`src/rtl/project_pkg.sv`:
```
// Shared types and constants for the matrix UART text path.
//   matrix_element_t : signed 8-bit matrix element
//   parse_state_t    : parser FSM states
//   parse_err_t      : parser error codes reported on err_code
//   ASCII_*          : control and punctuation byte values used by the parser
package project_pkg;

   typedef logic signed [7:0] matrix_element_t;

   typedef enum logic [1:0] {
      IDLE   = 2'd0,
      SIGN   = 2'd1,
      DIGITS = 2'd2,
      SKIP   = 2'd3
   } parse_state_t;

   typedef enum logic [1:0] {
      ERR_BAD_CHAR   = 2'd0,
      ERR_TOO_MANY   = 2'd1,
      ERR_RANGE      = 2'd2,
      ERR_LONE_SIGN  = 2'd3
   } parse_err_t;

   localparam logic [7:0] ASCII_CR    = 8'h0D;
   localparam logic [7:0] ASCII_LF    = 8'h0A;
   localparam logic [7:0] ASCII_SPACE = 8'h20;
   localparam logic [7:0] ASCII_COMMA = 8'h2C;
   localparam logic [7:0] ASCII_TAB   = 8'h09;
   localparam logic [7:0] ASCII_MINUS = 8'h2D;
   localparam logic [7:0] ASCII_ZERO  = 8'h30;
   localparam logic [7:0] ASCII_NINE  = 8'h39;

endpackage

```
`src/rtl/matrix_uart_parser_classifier.sv`:
```
// Combinational byte classifier for the matrix UART parser.
//   rx_data   : received byte
//   is_digit  : '0'..'9'
//   is_sign   : '-'
//   is_sep    : space, ',' or TAB
//   is_nl     : CR or LF
//   digit_val : binary value of a digit byte (only meaningful with is_digit)
module ascii_char_classifier
   import project_pkg::*;
(
   input  logic [7:0] rx_data,
   output logic       is_digit,
   output logic       is_sign,
   output logic       is_sep,
   output logic       is_nl,
   output logic [3:0] digit_val
);

   logic [7:0] offset;

   assign offset    = rx_data - ASCII_ZERO;
   assign is_digit  = (rx_data >= ASCII_ZERO) && (rx_data <= ASCII_NINE);
   assign is_sign   = (rx_data == ASCII_MINUS);
   assign is_sep    = (rx_data == ASCII_SPACE) || (rx_data == ASCII_COMMA) ||
                      (rx_data == ASCII_TAB);
   assign is_nl     = (rx_data == ASCII_CR) || (rx_data == ASCII_LF);
   assign digit_val = offset[3:0];

endmodule

```
`src/rtl/matrix_uart_parser.sv`:
```
// Parses ASCII signed decimal integers from the UART RX byte stream into
// matrix elements, reporting line boundaries and rejected tokens.
//   clk, rst   : clock, asynchronous active-high reset
//   rx_data    : received byte, qualified by rx_valid
//   clear      : synchronous abort of the partial token and line state
//   num_data   : last parsed value (two's complement)
//   num_valid  : one-cycle pulse, num_data valid
//   num_eol    : with num_valid, token ended by CR/LF
//   line_end   : one-cycle pulse, CR/LF with no pending token
//   err        : one-cycle pulse, token rejected; err_code gives the reason
//   line_cnt   : tokens accepted on the current line (saturating)
//
// state  | meaning
// IDLE   | between tokens
// SIGN   | '-' seen, waiting for the first digit
// DIGITS | accumulating digits of a token
// SKIP   | discarding the rest of a rejected token
module matrix_uart_parser
   import project_pkg::*;
#(
   parameter int MAX_DIGITS = 3,
   parameter int ELEM_MAX   = 127,
   parameter int ELEM_MIN   = -128,
   parameter int CNT_W      = 4
) (
   input  logic             clk,
   input  logic             rst,
   input  logic [7:0]       rx_data,
   input  logic             rx_valid,
   input  logic             clear,
   output logic [7:0]       num_data,
   output logic             num_valid,
   output logic             num_eol,
   output logic             line_end,
   output logic             err,
   output logic [1:0]       err_code,
   output logic [CNT_W-1:0] line_cnt
);

   localparam int ND_W = $clog2(MAX_DIGITS + 1);
   localparam logic [9:0] POS_LIMIT = 10'(ELEM_MAX);
   localparam logic [9:0] NEG_LIMIT = 10'(-ELEM_MIN);

   logic       is_digit, is_sign, is_sep, is_nl;
   logic [3:0] digit_val;

   ascii_char_classifier u_class (
      .rx_data   (rx_data),
      .is_digit  (is_digit),
      .is_sign   (is_sign),
      .is_sep    (is_sep),
      .is_nl     (is_nl),
      .digit_val (digit_val)
   );

   parse_state_t    state, state_n;
   logic [9:0]      acc, acc_n;
   logic            neg, neg_n;
   logic [ND_W-1:0] ndig, ndig_n;
   logic            prev_cr, prev_cr_n;
   logic [CNT_W-1:0] cnt_n;
   logic [7:0]      nd_n;
   logic            nv_n, eol_n, le_n, err_n;
   parse_err_t      err_code_q, ec_n;

   logic [9:0]       acc_dig;
   logic [9:0]       digit_ext;
   logic             in_range;
   logic [7:0]       signed_val;
   logic [CNT_W-1:0] cnt_inc;
   logic             drop;

   assign digit_ext  = {6'd0, digit_val};
   assign acc_dig    = (acc * 10'd10) + digit_ext;
   assign in_range   = neg ? (acc <= NEG_LIMIT) : (acc <= POS_LIMIT);
   assign signed_val = neg ? (8'd0 - acc[7:0]) : acc[7:0];
   assign cnt_inc    = (line_cnt == '1) ? line_cnt : line_cnt + CNT_W'(1);

   always_comb begin
      state_n   = state;
      acc_n     = acc;
      neg_n     = neg;
      ndig_n    = ndig;
      prev_cr_n = prev_cr;
      cnt_n     = line_cnt;
      nd_n      = num_data;
      ec_n      = err_code_q;
      nv_n      = 1'b0;
      eol_n     = 1'b0;
      le_n      = 1'b0;
      err_n     = 1'b0;
      drop      = 1'b0;

      if (clear) begin
         state_n   = IDLE;
         prev_cr_n = 1'b0;
         cnt_n     = '0;
         drop      = 1'b1;
      end else if (rx_valid) begin
         // LF right after CR belongs to the same line break
         if ((rx_data == ASCII_LF) && prev_cr) begin
            prev_cr_n = 1'b0;
         end else begin
            prev_cr_n = (rx_data == ASCII_CR);
            case (state)
               IDLE: begin
                  if (is_digit) begin
                     state_n = DIGITS;
                     acc_n   = digit_ext;
                     ndig_n  = ND_W'(1);
                  end else if (is_sign) begin
                     state_n = SIGN;
                     neg_n   = 1'b1;
                  end else if (is_nl) begin
                     le_n  = 1'b1;
                     cnt_n = '0;
                  end else if (!is_sep) begin
                     err_n   = 1'b1;
                     ec_n    = ERR_BAD_CHAR;
                     state_n = SKIP;
                  end
               end
               SIGN: begin
                  if (is_digit) begin
                     state_n = DIGITS;
                     acc_n   = digit_ext;
                     ndig_n  = ND_W'(1);
                  end else if (is_sep || is_nl) begin
                     err_n   = 1'b1;
                     ec_n    = ERR_LONE_SIGN;
                     state_n = IDLE;
                     drop    = 1'b1;
                     if (is_nl) cnt_n = '0;
                  end else begin
                     err_n   = 1'b1;
                     ec_n    = ERR_BAD_CHAR;
                     state_n = SKIP;
                     drop    = 1'b1;
                  end
               end
               DIGITS: begin
                  if (is_digit) begin
                     if (ndig < ND_W'(MAX_DIGITS)) begin
                        acc_n  = acc_dig;
                        ndig_n = ndig + ND_W'(1);
                     end else begin
                        err_n   = 1'b1;
                        ec_n    = ERR_TOO_MANY;
                        state_n = SKIP;
                        drop    = 1'b1;
                     end
                  end else if (is_sep || is_nl) begin
                     if (in_range) begin
                        nv_n  = 1'b1;
                        nd_n  = signed_val;
                        cnt_n = cnt_inc;
                     end else begin
                        err_n = 1'b1;
                        ec_n  = ERR_RANGE;
                     end
                     if (is_nl) begin
                        eol_n = in_range;
                        cnt_n = '0;
                     end
                     state_n = IDLE;
                     drop    = 1'b1;
                  end else begin
                     err_n   = 1'b1;
                     ec_n    = ERR_BAD_CHAR;
                     state_n = SKIP;
                     drop    = 1'b1;
                  end
               end
               SKIP: begin
                  if (is_sep) begin
                     state_n = IDLE;
                  end else if (is_nl) begin
                     state_n = IDLE;
                     cnt_n   = '0;
                  end
               end
               default: state_n = IDLE;
            endcase
         end
      end

      if (drop) begin
         acc_n  = '0;
         neg_n  = 1'b0;
         ndig_n = '0;
      end
   end

   always_ff @(posedge clk or posedge rst) begin
      if (rst) begin
         state      <= IDLE;
         acc        <= '0;
         neg        <= 1'b0;
         ndig       <= '0;
         prev_cr    <= 1'b0;
         line_cnt   <= '0;
         num_data   <= '0;
         num_valid  <= 1'b0;
         num_eol    <= 1'b0;
         line_end   <= 1'b0;
         err        <= 1'b0;
         err_code_q <= ERR_BAD_CHAR;
      end else begin
         state      <= state_n;
         acc        <= acc_n;
         neg        <= neg_n;
         ndig       <= ndig_n;
         prev_cr    <= prev_cr_n;
         line_cnt   <= cnt_n;
         num_data   <= nd_n;
         num_valid  <= nv_n;
         num_eol    <= eol_n;
         line_end   <= le_n;
         err        <= err_n;
         err_code_q <= ec_n;
      end
   end

   assign err_code = err_code_q;

endmodule

```
`config.mk`:
```
export PLATFORM = sky130hd
export DESIGN_NAME = matrix_uart_parser
export DESIGN_NICKNAME = d
export VERILOG_FILES = /design/src/rtl/project_pkg.sv /design/src/rtl/matrix_uart_parser_classifier.sv /design/src/rtl/matrix_uart_parser.sv
export SDC_FILE = /design/constraint.sdc
export NUM_CORES = 1
export LEC_CHECK = 0
export CORE_ASPECT_RATIO = 1.1
export CORE_MARGIN = 5
export CORE_UTILIZATION = 50
export CTS_CLUSTER_DIAMETER = 100
export DETAILED_ROUTE_END_ITERATION = 10
export PLACE_DENSITY_LB_ADDON = 0.05
export SYNTH_ARGS = -nofsm -noshare
export SYNTH_HDL_FRONTEND = slang
export SYNTH_SLANG_ARGS = --single-unit
```
`constraint.sdc`:
```
create_clock -name clk -period 5.8 [get_ports clk]
set_input_delay 1.16 -clock clk [delete_from_list [all_inputs] [get_ports clk]]
set_output_delay 1.16 -clock clk [all_outputs]
set_load 0.02 [all_outputs]
```
==> impl_metrics.xml <==
<?xml version="1.0" encoding="UTF-8"?>
<metrics>
  <group name="run_status">
    <metric name="status" unit="">finished clean</metric>
  </group>
  <group name="global_route">
    <metric name="first_global_vias" unit="">2003</metric>
    <metric name="grt_pass1_wl" unit="um">9501</metric>
    <metric name="number_of_antenna_violations_at_the_first_check_in_global_routing" unit="">0</metric>
    <metric name="grt_start_max_net_pins" unit="">35</metric>
    <metric name="grtUsageTotal" unit="%">17.65</metric>
    <metric name="grt_overflow_total" unit="">0</metric>
  </group>
  <group name="critical_path">
    <metric name="critical_path.reg2reg.startpoint" unit="">acc[1]</metric>
    <metric name="critical_path_peak_fanout" unit="">12</metric>
    <metric name="worst_setup_path_end_kind" unit="">flip-flop</metric>
    <metric name="r2r_end" unit="">line_cnt[3]</metric>
    <metric name="timing.critical_path.required" unit="ns">5.99</metric>
    <metric name="critical_path.startpoint_type" unit="">primary input</metric>
    <metric name="regToRegSetupSlack" unit="ns">2.68</metric>
    <metric name="worst-r2r-cell-count" unit="">8</metric>
    <metric name="timing_worst_setup_path_type" unit="">in -&gt; reg</metric>
    <metric name="critical_path_arrival" unit="ns">3.84</metric>
  </group>
  <group name="route">
    <metric name="drtAntennaViolNets" unit="">0</metric>
    <metric name="viasPerCell" unit="">5.843</metric>
    <metric name="dr.pass1.iters" unit="">4</metric>
    <metric name="routed_wirelength" unit="um">5507</metric>
    <metric name="drc" unit="">0</metric>
    <metric name="detail_route.iter0.violations" unit="">55</metric>
    <metric name="routedWlPerCell" unit="um">16.01</metric>
    <metric name="via_count" unit="">2010</metric>
  </group>
  <group name="sta">
    <metric name="timing.final.setup_violations" unit="">0</metric>
    <metric name="final_critical_path_setup_slack" unit="ns">2.150</metric>
    <metric name="slew_headroom" unit="%">40.34</metric>
    <metric name="finalHoldViolCount" unit="">0</metric>
    <metric name="layout_worst_path_cycle_share" unit="%">62.94</metric>
    <metric name="timing.final.crit_period" unit="ns">3.650</metric>
    <metric name="tightest_slew" unit="ns">0.8890</metric>
    <metric name="fin_worst_skew" unit="ns">0.01208</metric>
    <metric name="finalMaxSlewViolations" unit="">0</metric>
    <metric name="timing.setup.tns" unit="ns">0</metric>
    <metric name="rsz0062_at_grt" unit="">no</metric>
    <metric name="achievable-frequency" unit="MHz">274.0</metric>
  </group>
  <group name="cts">
    <metric name="post_cts_resize_count" unit="">0</metric>
    <metric name="cts_htree_levels" unit="">2</metric>
    <metric name="clockBufferDepth" unit="">2</metric>
    <metric name="tritoncts" unit="">done</metric>
    <metric name="cts.hold.buffers_added" unit="">0</metric>
    <metric name="cts_setup_buffers" unit="">0</metric>
    <metric name="clock_latency" unit="ns">0.29</metric>
    <metric name="root_buffer" unit="">sky130_fd_sc_hd__clkbuf_8</metric>
    <metric name="cts_made_buffers" unit="">5</metric>
    <metric name="cts.sinks" unit="">34</metric>
    <metric name="clk_pin_slew" unit="ns">0.08</metric>
  </group>
  <group name="placed_design">
    <metric name="placement.io_buffers" unit="">29</metric>
    <metric name="hpwl" unit="um">4224</metric>
    <metric name="dp_worst_setup_slack" unit="ns">1.825</metric>
    <metric name="gp_routability_congestion" unit="">0.8442</metric>
  </group>
  <group name="logic_synthesis">
    <metric name="synth_nets" unit="">294</metric>
    <metric name="postSynthAreaPerCell" unit="um2">9.699</metric>
    <metric name="yosysUniqueCellTypes" unit="">58</metric>
    <metric name="async_flop_share" unit="%">100.0</metric>
    <metric name="edff_count_synth" unit="">0</metric>
    <metric name="synth-main-ff-cell" unit="">sky130_fd_sc_hd__dfrtp_1</metric>
    <metric name="synth.yosys.warnings" unit="">0</metric>
    <metric name="number_of_storage_elements_in_the_synthesis_netlist" unit="">34</metric>
    <metric name="syn-cell-area" unit="mm2">0.002502</metric>
    <metric name="syn_inst" unit="">258</metric>
    <metric name="synth.yosys.seq_area_share" unit="%">34.00</metric>
  </group>
  <group name="floorplan">
    <metric name="num_io_pins" unit="">30</metric>
    <metric name="die_height" unit="um">84.20</metric>
    <metric name="floorplan.die_area" unit="mm2">0.006521</metric>
    <metric name="placement_rows" unit="">27</metric>
    <metric name="placeableCoreArea" unit="mm2">0.004932</metric>
    <metric name="initial_core_utilization" unit="%">50.74</metric>
    <metric name="die_width" unit="um">77.45</metric>
  </group>
  <group name="power">
    <metric name="power.density_cell_area" unit="mW/mm2">207.4</metric>
    <metric name="vdd_drop_max" unit="uV">147.1</metric>
    <metric name="power" unit="mW">0.6154</metric>
    <metric name="power_leakage" unit="nW">1.391</metric>
  </group>
  <group name="min_path">
    <metric name="hold_class" unit="">reg -&gt; reg</metric>
    <metric name="min-delay-start" unit="">num_data[5]</metric>
    <metric name="whs_endpoint" unit="">num_data[5]</metric>
    <metric name="hold-path-cell-count" unit="">1</metric>
  </group>
  <group name="cells_and_area">
    <metric name="area_growth_syn_to_layout" unit="%">18.60</metric>
    <metric name="finish.net_count" unit="">321</metric>
    <metric name="final_cell_mix" unit="">sky130_fd_sc_hd__dfrtp_1, sky130_fd_sc_hd__clkdlybuf4s50_1, sky130_fd_sc_hd__ha_1, sky130_fd_sc_hd__inv_1, sky130_fd_sc_hd__nor2_1</metric>
    <metric name="layout_commonest_cell" unit="">sky130_fd_sc_hd__dfrtp_1</metric>
    <metric name="share_of_final_layout_standard_cells_stronger_than_drive_strength_1" unit="%">9.441</metric>
    <metric name="antenna-diode-count" unit="">0</metric>
  </group>
  <group name="job">
    <metric name="maxcap_viol_count" unit="">0</metric>
  </group>
</metrics>
[per-layer routing]
layer	part of all wire [%]	GRT usage (%)	vias to the layer above
met5	0	0	-
met4	0.76	3.281	0
met3	3.1	3.004	6
met2	52	31.39	34
met1	44	22.52	965
li1	-	-	1005
[power by group]
group	total, mW	switching [mW]	internal, mW
logic	0.106	0.0661	0.0402
registers	0.246	0.00458	0.241
clock network	0.264	0.0913	0.172
total	0.615	0.162	0.453
[cell type report]
| type | instances | area [um2] |
|---|---|---|
| clock buffer | 5 | 68.82 |
| sequential | 34 | 850.8 |
| multi-input combinational | 194 | 1534 |
| timing repair buffer | 30 | 297.8 |
| fill | 445 | 1964 |
| inverter | 20 | 75.07 |
| clock inverter | 3 | 68.82 |
| tap | 58 | 72.57 |
[cell families (layout without fill, tap and decap cells)]
family                     count (synthesis)  in the layout  share of synthesized area (%)
AOI/OAI and AO/OA                         66             66                          18.60
xor gates and xnor gates                  17             17                          6.500
DFF                                       34             34                          34.00
buffers and inverters                     30             58                          4.700
muxes                                     14             14                          6.050
and+or+nand+nor                           73             73                          17.55
adders and majority gates                 24             24                          12.60
[critical path, cell delays in order]
cell,delay [ns]
sky130_fd_sc_hd__clkdlybuf4s50_1,0.68
sky130_fd_sc_hd__ha_1,0.23
sky130_fd_sc_hd__inv_1,0.05
sky130_fd_sc_hd__fa_1,0.39
sky130_fd_sc_hd__nor2b_1,0.15
sky130_fd_sc_hd__o21ai_0,0.14
sky130_fd_sc_hd__nor3_1,0.33
sky130_fd_sc_hd__nand3_1,0.12
sky130_fd_sc_hd__xnor3_1,0.38
sky130_fd_sc_hd__a22o_1,0.20
[per-stage QoR]
step	instance area, um2	hold slack [ns]	cells	util, %
after floorplan	2502	0.4774	258	-
after global placement	2830	0.4895	336	57.38
after detailed placement	2830	0.4960	336	57.38
after CTS	2968	0.5128	344	60.17
after global routing	2968	0.5268	344	60.17
final	2968	0.5074	344	60.17
[sequential cells by signal, summed over array words and instances, names as in the netlist]
signal     count
acc           10
num_data       8
line_cnt       4
err_code       2
ndig           2
state          2
err            1
line_end       1
neg            1
num_eol        1
num_valid      1
prev_cr        1
[how the worst max path moves through the flow]
stage / start / end / slack (ns) / cells past startpoint
after floorplan: rx_data[2] / acc[9] / 2.72 / 9
after global placement: rx_data[1] / acc[9] / 1.94 / 10
after detailed placement: rx_data[1] / acc[9] / 1.83 / 10
after CTS: rx_data[1] / acc[9] / 2.13 / 10
after global routing: rx_data[1] / acc[9] / 1.92 / 10
final: rx_data[1] / acc[9] / 2.15 / 10
[Yosys cell counts, types with 2 or more instances]
cell | number | area share (%)
sky130_fd_sc_hd__o21ai_0 | 9 | 1.8
sky130_fd_sc_hd__nand3_1 | 7 | 1.4
sky130_fd_sc_hd__and3_1 | 2 | 0.50
sky130_fd_sc_hd__xor2_1 | 7 | 2.5
sky130_fd_sc_hd__or3_1 | 3 | 0.75
sky130_fd_sc_hd__xnor2_1 | 9 | 3.2
sky130_fd_sc_hd__nor4_1 | 2 | 0.50
sky130_fd_sc_hd__ha_1 | 22 | 11
sky130_fd_sc_hd__nor2_1 | 14 | 2.1
sky130_fd_sc_hd__a211oi_1 | 3 | 0.90
sky130_fd_sc_hd__nand2b_1 | 5 | 1.3
sky130_fd_sc_hd__nand3b_1 | 2 | 0.60
sky130_fd_sc_hd__mux2_2 | 9 | 4.1
sky130_fd_sc_hd__o311ai_0 | 2 | 0.70
sky130_fd_sc_hd__o31ai_1 | 5 | 1.5
sky130_fd_sc_hd__clkbuf_1 | 8 | 1.2
sky130_fd_sc_hd__fa_1 | 2 | 1.6
sky130_fd_sc_hd__a31oi_1 | 3 | 0.75
sky130_fd_sc_hd__dfrtp_1 | 34 | 34
sky130_fd_sc_hd__nand4b_1 | 2 | 0.70
sky130_fd_sc_hd__mux2i_1 | 5 | 2.0
sky130_fd_sc_hd__a21o_1 | 3 | 0.90
sky130_fd_sc_hd__a21oi_1 | 13 | 2.6
sky130_fd_sc_hd__nor2b_1 | 4 | 1.0
sky130_fd_sc_hd__or3b_2 | 3 | 1.1
sky130_fd_sc_hd__o41ai_1 | 2 | 0.70
sky130_fd_sc_hd__a211o_1 | 2 | 0.70
sky130_fd_sc_hd__nor3_1 | 6 | 1.2
sky130_fd_sc_hd__o211ai_1 | 4 | 1.2
sky130_fd_sc_hd__or4bb_1 | 2 | 0.90
sky130_fd_sc_hd__inv_1 | 19 | 2.9
sky130_fd_sc_hd__o21a_1 | 2 | 0.60
sky130_fd_sc_hd__nor3b_1 | 2 | 0.60
sky130_fd_sc_hd__a22o_1 | 9 | 3.2
sky130_fd_sc_hd__nand2_1 | 9 | 1.3
(Power assumes the default switching activity.)
